`config.mk`:
```
export PLATFORM = sky130hd
export DESIGN_NAME = i2c_reg_ctrl_flat
export DESIGN_NICKNAME = d
export VERILOG_FILES = /design/src/rtl/i2c_reg_ctrl_pkg.sv /design/src/rtl/i2c_reg_ctrl_if.sv /design/src/rtl/i2c_reg_ctrl_watchdog.sv /design/src/rtl/i2c_reg_ctrl.sv /design/src/flat_wrapper.sv
export SDC_FILE = /design/constraint.sdc
export NUM_CORES = 1
export LEC_CHECK = 0
export ABC_CLOCK_PERIOD_IN_PS = 3600
export BUFFER_PORTS_ARGS = -buffer_cell sky130_fd_sc_hd__buf_2
export CAP_MARGIN = 5
export CORE_MARGIN = 10
export CORE_UTILIZATION = 45
export DETAILED_ROUTE_END_ITERATION = 6
export PLACE_DENSITY_LB_ADDON = 0.1
export SLEW_MARGIN = 15
export SYNTH_ARGS = -nofsm -noshare
export SYNTH_HDL_FRONTEND = slang
export SYNTH_SLANG_ARGS = --single-unit
```
`constraint.sdc`:
```
create_clock -name sclk -period 3.6 [get_ports sclk]
set_clock_uncertainty 0.05 [all_clocks]
set_input_delay 0.36 -clock sclk [delete_from_list [all_inputs] [get_ports sclk]]
set_output_delay 0.36 -clock sclk [all_outputs]
set_load 0.1 [all_outputs]
```
`src/rtl/i2c_reg_ctrl_pkg.sv`:
```
// Shared types and constants for the I2C register controller.
package roversPackage;

  typedef enum logic [1:0] {
    IDLE = 2'd0,
    PTR  = 2'd1,
    WR   = 2'd2,
    RD   = 2'd3
  } state_t;

  localparam int unsigned NUM_CFG  = 8;
  localparam int unsigned NUM_STAT = 8;

  localparam logic [3:0] CFG_BASE  = 4'h0;
  localparam logic [3:0] STAT_BASE = 4'h8;

  function automatic logic [7:0] cfg_onehot(input logic [2:0] idx);
    return 8'b0000_0001 << idx;
  endfunction

endpackage

```
`src/rtl/i2c_reg_ctrl_if.sv`:
```
// Byte-level link between an I2C slave PHY and the register controller.
interface i2c_reg_ctrl_if;

  logic        bus_start;
  logic        bus_rw;
  logic        bus_stop;
  logic        rx_valid;
  logic [7:0]  rx_data;
  logic        tx_req;
  logic [7:0]  tx_data;
  logic        tx_valid;
  logic [63:0] status_in;
  logic [63:0] cfg_out;
  logic [7:0]  cfg_wr_stb;
  logic        timeout;

  modport slave (
    input  bus_start, bus_rw, bus_stop, rx_valid, rx_data, tx_req, status_in,
    output tx_data, tx_valid, cfg_out, cfg_wr_stb, timeout
  );

  modport master (
    output bus_start, bus_rw, bus_stop, rx_valid, rx_data, tx_req, status_in,
    input  tx_data, tx_valid, cfg_out, cfg_wr_stb, timeout
  );

endinterface

```
`src/rtl/i2c_reg_ctrl_watchdog.sv`:
```
// Saturating inactivity counter; o_expire pulses on the cycle the limit is reached.
module comms_watchdog #(
    parameter int unsigned LIMIT = 50_000_000
) (
    input  logic sclk,
    input  logic rst,
    input  logic i_clear,
    output logic o_expire
);

    localparam int unsigned CW = (LIMIT < 2) ? 1 : $clog2(LIMIT + 1);

    logic [CW-1:0] r_count;

    always_ff @(posedge sclk or posedge rst) begin
        if (rst) begin
            r_count <= '0;
        end else if (i_clear) begin
            r_count <= '0;
        end else if (r_count != CW'(LIMIT)) begin
            r_count <= r_count + 1'b1;
        end
    end

    assign o_expire = !i_clear && (r_count == CW'(LIMIT - 1));

endmodule

```
`src/rtl/i2c_reg_ctrl.sv`:
```
// I2C register-map controller: 8 R/W config bytes at 0x0-0x7, 8 status bytes at 0x8-0xF.
module i2c_reg_ctrl
    import roversPackage::*;
#(
    parameter int unsigned SYSCLK_FREQ = 100_000_000,
    parameter int unsigned TIMEOUT_MS  = 500
) (
    input  logic           sclk,
    input  logic           rst,
    i2c_reg_ctrl_if.slave  bus
);

    localparam int unsigned WD_LIMIT = SYSCLK_FREQ / 1000 * TIMEOUT_MS;

    state_t      r_state;
    state_t      w_next;
    logic [3:0]  r_ptr;
    logic [63:0] r_cfg;
    logic [7:0]  r_wr_stb;
    logic [7:0]  r_tx_data;
    logic        r_tx_valid;
    logic        r_timeout;
    logic [7:0]  w_rd_byte;
    logic        w_expire;
    logic        w_activity;

    assign w_activity = bus.rx_valid | bus.tx_req;

    comms_watchdog #(.LIMIT(WD_LIMIT)) u_watchdog (
        .sclk     (sclk),
        .rst      (rst),
        .i_clear  (w_activity),
        .o_expire (w_expire)
    );

    always_ff @(posedge sclk or posedge rst) begin
        if (rst) begin
            r_state <= IDLE;
        end else begin
            r_state <= w_next;
        end
    end

    // bus_start overrides bus_stop; a byte arriving with bus_stop is still consumed below.
    always_comb begin
        w_next = r_state;
        if (bus.bus_start) begin
            w_next = bus.bus_rw ? RD : PTR;
        end else if (bus.bus_stop) begin
            w_next = IDLE;
        end else if (r_state == PTR && bus.rx_valid) begin
            w_next = WR;
        end
    end

    always_comb begin
        if (r_ptr >= STAT_BASE) begin
            w_rd_byte = bus.status_in[{r_ptr[2:0], 3'b000} +: 8];
        end else begin
            w_rd_byte = r_cfg[{r_ptr[2:0], 3'b000} +: 8];
        end
    end

    always_ff @(posedge sclk or posedge rst) begin
        if (rst) begin
            r_ptr      <= '0;
            r_cfg      <= '0;
            r_wr_stb   <= '0;
            r_tx_data  <= '0;
            r_tx_valid <= 1'b0;
            r_timeout  <= 1'b0;
        end else begin
            r_wr_stb   <= '0;
            r_tx_valid <= 1'b0;

            if (w_expire) begin
                r_timeout <= 1'b1;
                r_cfg     <= '0;
            end

            if (bus.rx_valid) begin
                case (r_state)
                    PTR: r_ptr <= bus.rx_data[3:0];
                    WR: begin
                        if (r_ptr < STAT_BASE) begin
                            r_cfg[{r_ptr[2:0], 3'b000} +: 8] <= bus.rx_data;
                            r_wr_stb  <= cfg_onehot(r_ptr[2:0]);
                            r_timeout <= 1'b0;
                        end
                        r_ptr <= r_ptr + 4'd1;
                    end
                    default: ;
                endcase
            end

            if (bus.tx_req && r_state == RD) begin
                r_tx_data  <= w_rd_byte;
                r_tx_valid <= 1'b1;
                r_ptr      <= r_ptr + 4'd1;
            end
        end
    end

    assign bus.tx_data    = r_tx_data;
    assign bus.tx_valid   = r_tx_valid;
    assign bus.cfg_out    = r_cfg;
    assign bus.cfg_wr_stb = r_wr_stb;
    assign bus.timeout    = r_timeout;

endmodule

```
`src/flat_wrapper.sv`:
```
// flat-port wrapper written by rule: the top's interface ports become plain ports
module i2c_reg_ctrl_flat import roversPackage::*;
#(
    parameter int unsigned SYSCLK_FREQ = 100_000_000,
    parameter int unsigned TIMEOUT_MS  = 500
)
  (sclk, rst, bus_bus_start, bus_bus_rw, bus_bus_stop, bus_rx_valid, bus_rx_data, bus_tx_req, bus_status_in, bus_tx_data, bus_tx_valid, bus_cfg_out, bus_cfg_wr_stb, bus_timeout);
  i2c_reg_ctrl_if bus_i ();
  input  logic sclk;
  input  logic rst;
  input wire logic [$bits(bus_i.bus_start)-1:0] bus_bus_start;
  input wire logic [$bits(bus_i.bus_rw)-1:0] bus_bus_rw;
  input wire logic [$bits(bus_i.bus_stop)-1:0] bus_bus_stop;
  input wire logic [$bits(bus_i.rx_valid)-1:0] bus_rx_valid;
  input wire logic [$bits(bus_i.rx_data)-1:0] bus_rx_data;
  input wire logic [$bits(bus_i.tx_req)-1:0] bus_tx_req;
  input wire logic [$bits(bus_i.status_in)-1:0] bus_status_in;
  output wire logic [$bits(bus_i.tx_data)-1:0] bus_tx_data;
  output wire logic [$bits(bus_i.tx_valid)-1:0] bus_tx_valid;
  output wire logic [$bits(bus_i.cfg_out)-1:0] bus_cfg_out;
  output wire logic [$bits(bus_i.cfg_wr_stb)-1:0] bus_cfg_wr_stb;
  output wire logic [$bits(bus_i.timeout)-1:0] bus_timeout;
  assign bus_i.bus_start = bus_bus_start;
  assign bus_i.bus_rw = bus_bus_rw;
  assign bus_i.bus_stop = bus_bus_stop;
  assign bus_i.rx_valid = bus_rx_valid;
  assign bus_i.rx_data = bus_rx_data;
  assign bus_i.tx_req = bus_tx_req;
  assign bus_i.status_in = bus_status_in;
  assign bus_tx_data = bus_i.tx_data;
  assign bus_tx_valid = bus_i.tx_valid;
  assign bus_cfg_out = bus_i.cfg_out;
  assign bus_cfg_wr_stb = bus_i.cfg_wr_stb;
  assign bus_timeout = bus_i.timeout;
  i2c_reg_ctrl #(.SYSCLK_FREQ(SYSCLK_FREQ), .TIMEOUT_MS(TIMEOUT_MS)) u_core (.sclk(sclk), .rst(rst), .bus(bus_i));
endmodule
```
==> flow_summary.yaml, run 1 <==
status:
  status: "finished, violations left"
  violations: "DRC"
cts:
  post_cts_buffers: 0
  clk_path_buf_depth: 2
  clock-root-buffer: "clkbuf_16"
  clkTransAtPathRegs_ns: 0.05
  cts_buffers: 17
  cts_tree: "yes"
  htree_num_levels: 4
  cts_hold_buffers: 0
  cts_resized: 0
  clk_latency_ns: 0.42
  cts.sinks: 114
routing:
  first_pass_iters: 7
  vias_per_cell: 5.856
  vias: 5458
  wirelength_um: 20180
  drt_iter0_markers: 402
  detail-route-antenna-nets: 0
  remaining_drc_errors: 2
  wl_per_cell_um: 21.65
timing:
  finalSetupTns_ns: 0
  rsz0062_at_grt: "false"
  max_freq_mhz: 371.1
  slew_violations: 0
  whs_ns: 0.009129
  setup_viol: 0
  finalCritPeriodShare_pct: 74.84
  relSlewSlack_pct: 44.44
  finalCriticalPeriod_ns: 2.694
  hold_viol: 0
  max_slew.worst_pin.slew_ns: 0.8334
die:
  fp-row-count: 42
  die_h_um: 136.9
  core_area_mm2: 0.01330
  die-area_mm2: 0.01874
  ios: 161
  fp.dieW_um: 136.9
  start_util_pct: 46.25
worst_setup_path:
  cp_num_buf_inv: 1
  cp_slowest_cell: "buf_4"
  path_cells: "or4_1 > or4_4 > nor3_4 > buf_4 > o21ai_0"
  crit_fanout: 65
  cp_top_family: "simple AND/OR/NAND/NOR gates"
  crit_arrival_ns: 2.90
  start_kind: "flop"
  crit_type: "flop to flop"
  slowest_delay_ns: 0.57
  end_kind: "flop"
  required_ns: 3.81
global_route:
  grtUsageTotal_pct: 21.53
  grt_max_degree: 87
  grt-ovfl-total: 0
  grt_pass1_vias: 5573
  antenna_found_initial: 0
  grt_pass1_wl_um: 31250
logic_synthesis:
  yosysWarningCount: 0
  async_flop_share_pct: 100.0
  yosys-top-cells-area: "dfrtp_1, mux4_2, nand2_1, o2bb2ai_1, mux2i_1"
  synth_top_cell_by_area: "dfrtp_1"
  synth_area_mm2: 0.006148
  syn-num-nets: 688
  yosysMostFrequentCell: "dfrtp_1"
  synth-seq-area-share_pct: 46.40
  synth.distinct_cells: 51
  synth.top_cell.area_share_pct: 46.40
  yosys-top-cells-count: "dfrtp_1, nand2_1, o2bb2ai_1"
  postSynthAreaPerCell_um2: 10.28
  synth-edff-count: 0
  synthCells: 598
  ys_seq_elements: 114
  yosys_most_used_dff: "dfrtp_1"
power_and_ir_drop:
  power_leakage_nw: 3.566
  seq_power_share_pct: 28.3
  switching_share_pct: 47.37
  internal_power_mw: 3.235
  power_mw: 6.146
  power_density_mw_per_mm2: 801.5
  clkPwrFrac_pct: 28.8
  switching_power_mw: 2.911
  ir_drop_mv: 0.4390
  power_frac_comb_pct: 42.8
final_layout:
  register_area_mm2: 0.002855
  drive_above_1_share_pct: 31.08
  multi_input_area_mm2: 0.003060
  nets: 834
  post-route-util_pct: 57.68
  syn2layout_area_growth_pct: 24.73
  antenna_cells: 0
  nFillCells: 1145
run:
  cap_violations: 0
placed_design:
  gp_congestion: 0.8665
  numPortBuffers: 160
  dp_hpwl_um: 14640
worst_hold_path:
  hp-class: "primary input to asynchronous set/reset pin"
power groups by stage:
stage	sequential [mW]	combinational, mW	clock, mW
after floorplan	3.06	0.768	0
after global placement	1.75	2.61	0
after detailed placement	1.76	2.64	0
after CTS	1.74	2.64	1.78
after global routing	1.77	2.76	1.84
final	1.74	2.63	1.77
sequential cells by signal, indices dropped and copies added, names as in the netlist:
| register | count |
|---|---|
| u_core.bus.cfg_out | 64 |
| u_core.u_watchdog.r_count | 26 |
| u_core.bus.tx_data | 8 |
| u_core.bus.timeout | 1 |
| u_core.r_state | 2 |
| u_core.bus.cfg_wr_stb | 8 |
| u_core.bus.tx_valid | 1 |
| u_core.r_ptr | 4 |
worst paths after layout:
kind	to	slack, ns	depth (start not counted)	start
max	u_core.bus.cfg_out[2]	0.91	5	u_core.u_watchdog.r_count[18]
min	u_core.u_watchdog.r_count[21]	0.009	2	rst
max reg2reg	u_core.bus.cfg_out[2]	0.91	5	u_core.u_watchdog.r_count[18]
min reg2reg	u_core.bus.cfg_out[28]	0.49	2	u_core.bus.cfg_out[28]
max in group asynchronous	u_core.u_watchdog.r_count[12]	2.75	3	rst
min in group sclk	u_core.r_state[0]	0.10	2	bus_bus_stop
layout make-up:
cell class	instances	area share, %
sequential	114	37.23
clock buffer	21	6.004
timing repair buffer	168	11.23
multi-input combinational	430	39.91
tap	176	2.872
inverter	13	0.7016
clock inverter	10	2.056
cells by family (layout without fill, tap and decap cells):
family	Yosys count	count (layout)	synth area share [%]
multiplexers	49	49	12.29
buffers and inverters	54	212	4.029
flip-flops	114	114	46.40
XOR/XNOR	12	12	1.709
adder cells (fa/ha/maj)	11	11	2.238
AND/OR/NAND/NOR	231	231	18.21
AO/OA/AOI/OAI	127	127	15.12
cell usage in the layout, fill, tap and decap left out, types with 8 or more instances in the layout:
cell type | synthesis | routed
o31ai_1 | 15 | 15
inv_1 | 13 | 12
nand2_1 | 106 | 106
nand3_1 | 12 | 12
buf_4 | 1 | 8
a21oi_1 | 17 | 17
nor3_1 | 12 | 12
xnor2_1 | 8 | 8
dfrtp_1 | 114 | 112
a22oi_1 | 8 | 8
clkbuf_16 | 0 | 17
o21ai_0 | 17 | 17
nand4_1 | 12 | 12
o22ai_1 | 10 | 10
and3_1 | 9 | 9
ha_1 | 11 | 11
mux4_2 | 21 | 21
mux2i_1 | 26 | 26
nor2_1 | 33 | 33
or4_1 | 13 | 13
o2bb2ai_1 | 42 | 42
buf_2 | 2 | 160
stage by stage:
stage / worst slack (ns) / instances / instance area [um^2]
4_1_cts: 0.9449 / 932 / 7666
3_3_place_gp: 0.9823 / 901 / 7048
2_1_floorplan: 0.1743 / 598 / 6148
6_report: 0.9056 / 932 / 7669
3_5_place_dp: 0.9199 / 901 / 7048
5_1_grt: 0.7622 / 932 / 7669
per-layer routing:
layer	GRT usage [%]	vias to the layer above	part of all wire, %
met1	28.07	2684	43
met2	33.64	243	46
met4	7.026	0	1.9
met3	6.378	27	8.4
met5	0	-	0
li1	-	2504	-
No activity file was read; power rests on OpenSTA's default activity.
==> run 2: changes to the inputs <==
--- a/config.mk
+++ b/config.mk
@@ -5,7 +5,7 @@
 export SDC_FILE = /design/constraint.sdc
 export NUM_CORES = 1
 export LEC_CHECK = 0
-export ABC_CLOCK_PERIOD_IN_PS = 3600
+export ABC_CLOCK_PERIOD_IN_PS = 2300
 export BUFFER_PORTS_ARGS = -buffer_cell sky130_fd_sc_hd__buf_2
 export CAP_MARGIN = 5
 export CORE_MARGIN = 10
==> constraint.sdc (replaced) <==
create_clock -name sclk -period 2.3 [get_ports sclk]
set_clock_uncertainty 0.05 [all_clocks]
set_input_delay 0.23 -clock sclk [delete_from_list [all_inputs] [get_ports sclk]]
set_output_delay 0.23 -clock sclk [all_outputs]
set_load 0.1 [all_outputs]
==> run 2 against run 1 <==
The run now ends clean. Core utilization is 3.0 points higher. Setup slack got worse by 0.84 ns. Clock power grew 59%. Largest cell class unchanged. Wire length is 2.1% higher. Global-route usage grew 0.065 points. Cell area increased by 5.2%. Count of clock-buffer cells in the layout up 1.
==> flow_summary.yaml, run 2 (synthesis gave the netlist of run 1 again) <==
worst_setup_path:
  required_ns: 2.54
  path_depth: 6
  slowest_delay_ns: 0.54
  crit_type: "flop to flop"
  cp_num_buf_inv: 2
  crit_fanout: 16
  cp_slowest_cell: "or4_4"
  end_kind: "flop"
  cp_top_family: "simple AND/OR/NAND/NOR gates"
  path_cells: "or4_1 > or4_4 > nor3_4 > buf_12 > buf_6 > o21ai_0"
  ff2ff_path_depth: 6
  start_kind: "flop"
  crit_arrival_ns: 2.48
routing:
  vias: 5582
  met3_length_um: 1628
  met1_length_um: 8980
  drt_iter0_markers: 481
  wl_per_cell_um: 21.27
  detail-route-antenna-nets: 0
  first_pass_iters: 5
  wirelength_um: 20590
  top_layer_used: "met4"
  vias_per_cell: 5.767
  wl_met2_um: 9738
  remaining_drc_errors: 0
cts:
  cts_tree: "yes"
  cts.sinks: 114
  clk_path_buf_depth: 2
  clk_latency_ns: 0.42
  htree_num_levels: 4
  clock-root-buffer: "clkbuf_16"
  cts_buffers: 17
  clkTransAtPathRegs_ns: 0.06
placed_design:
  gp_congestion: 0.8959
  numPortBuffers: 160
  dp_hpwl_um: 14700
  placed_cells_incl_taps: 923
final_layout:
  syn2layout_area_growth_pct: 31.22
  nFillCells: 1119
  drive_above_1_share_pct: 33.96
  nets: 869
  final_cell_mix: "buf_2, dfrtp_1, nand2_1"
  final_common_cell: "buf_2"
  layout.cells.non_filler: 968
  antenna_cells: 0
  largest_reg_flops: 64
  post-route-util_pct: 60.68
timing:
  finalCriticalPeriod_ns: 2.234
  slew_violations: 0
  finalSetupTns_ns: 0
  relSlewSlack_pct: 63.32
  rsz0062_at_grt: "true"
  finalCritPeriodShare_pct: 97.14
  hold_viol: 0
  max_slew.worst_pin.slew_ns: 0.5490
  max_freq_mhz: 447.6
  setup_viol: 0
power_and_ir_drop:
  power_mw: 9.737
  clkPwrFrac_pct: 28.8
  switching_power_mw: 4.563
  power_leakage_nw: 3.792
  seq_power_share_pct: 27.3
  internal_power_mw: 5.174
  ir_drop_mv: 0.7351
  power_density_mw_per_mm2: 1207
  power_frac_comb_pct: 43.8
  switching_share_pct: 46.86
die:
  fp.dieW_um: 136.9
  fp-row-count: 42
  start_util_pct: 46.25
  die-area_mm2: 0.01874
  die_h_um: 136.9
  core_area_mm2: 0.01330
  ios: 161
worst_hold_path:
  hp-class: "primary input to flop"
  hold-path-cell-count: 3
run:
  cap_violations: 0
global_route:
  antenna_found_initial: 0
  grt_pass1_wl_um: 31450
  grtUsageTotal_pct: 21.59
  grt_max_degree: 66
  grt-ovfl-total: 0
  grt_pass1_vias: 5685
status:
  status: "complete, no violations"
[run 2: cell count changes in the layout (fill, tap and decap cells not counted), sizes merged]
cell / change
clkbuf: +2
clkinv: +1
buf: +28
inv: -1
dlygate4sd3: +6
[run 2: layout make-up]
type                    count  area (um^2)  share of cell area (%)
multi-input cells         430         3075                   38.12
clock buffers              22        474.2                   5.878
inverters                  13        52.55                  0.6514
clock inverters            10        155.1                   1.923
flip-flops and latches    114         2855                   35.39
repair buffers            203         1235                   15.31
well taps                 176        220.2                   2.730
[run 2: worst paths after layout]
kind                                               startpoint                      endpoint  slack, ns
worst max register to register  u_core.u_watchdog.r_count[18]         u_core.bus.cfg_out[6]       0.07
min in group asynchronous                                 rst  u_core.u_watchdog.r_count[1]       0.37
worst min-delay path                           bus_rx_data[6]        u_core.bus.cfg_out[54]       0.11
worst max-delay path            u_core.u_watchdog.r_count[18]         u_core.bus.cfg_out[6]       0.07
max in group asynchronous                                 rst               u_core.r_ptr[0]       1.14
worst min register to register          u_core.bus.tx_data[0]         u_core.bus.tx_data[0]       0.48
[run 2: metal layers]
metal | vias to the layer above | global-route usage [%]
met2 | 221 | 33.85
met4 | 0 | 6.440
met5 | - | 0
met3 | 24 | 6.048
met1 | 2760 | 28.51
li1 | 2577 | -
[run 2: timing repair]
| action | 4_1_cts | 5_1_grt |
|---|---|---|
| endpoints found under the setup margin | 11 | 67 |
| gates resized for setup | 6 | 8 |
| cloned | 0 | 2 |
| hold endpoints to repair | 21 | 0 |
| setup buffers | 0 | 5 |
| hold buffers | 6 | 0 |
| pin swaps | 1 | 5 |
[run 2: worst register-to-register path: cells and delay by family (launching register included)]
family                 cells  cell delay (ns)
and+or+nand+nor            3             1.22
DFF                        1             0.38
buffers and inverters      2             0.35
AOI/OAI and AO/OA          1             0.11
[run 2: power groups by stage]
stage               registers [mW]  clock network [mW]  logic [mW]
floorplan                     4.80                   0        1.21
global placement              2.67                   0        4.20
detailed placement            2.68                   0        4.25
CTS                           2.66                2.83        4.27
global route                  2.70                2.93        4.46
finish                        2.66                2.81        4.27
[run 2: metrics by stage]
stage | cell area (um^2) | hold WS [ns] | setup WS (ns)
floorplan | 6157 | 0.2761 | 0.06530
global placement | 7277 | 0.2553 | 0.01785
detailed placement | 7277 | 0.2610 | -0.02143
CTS | 7966 | 0.09384 | 0.01758
global route | 8068 | 0.1187 | -0.03923
finish | 8068 | 0.1072 | 0.06584
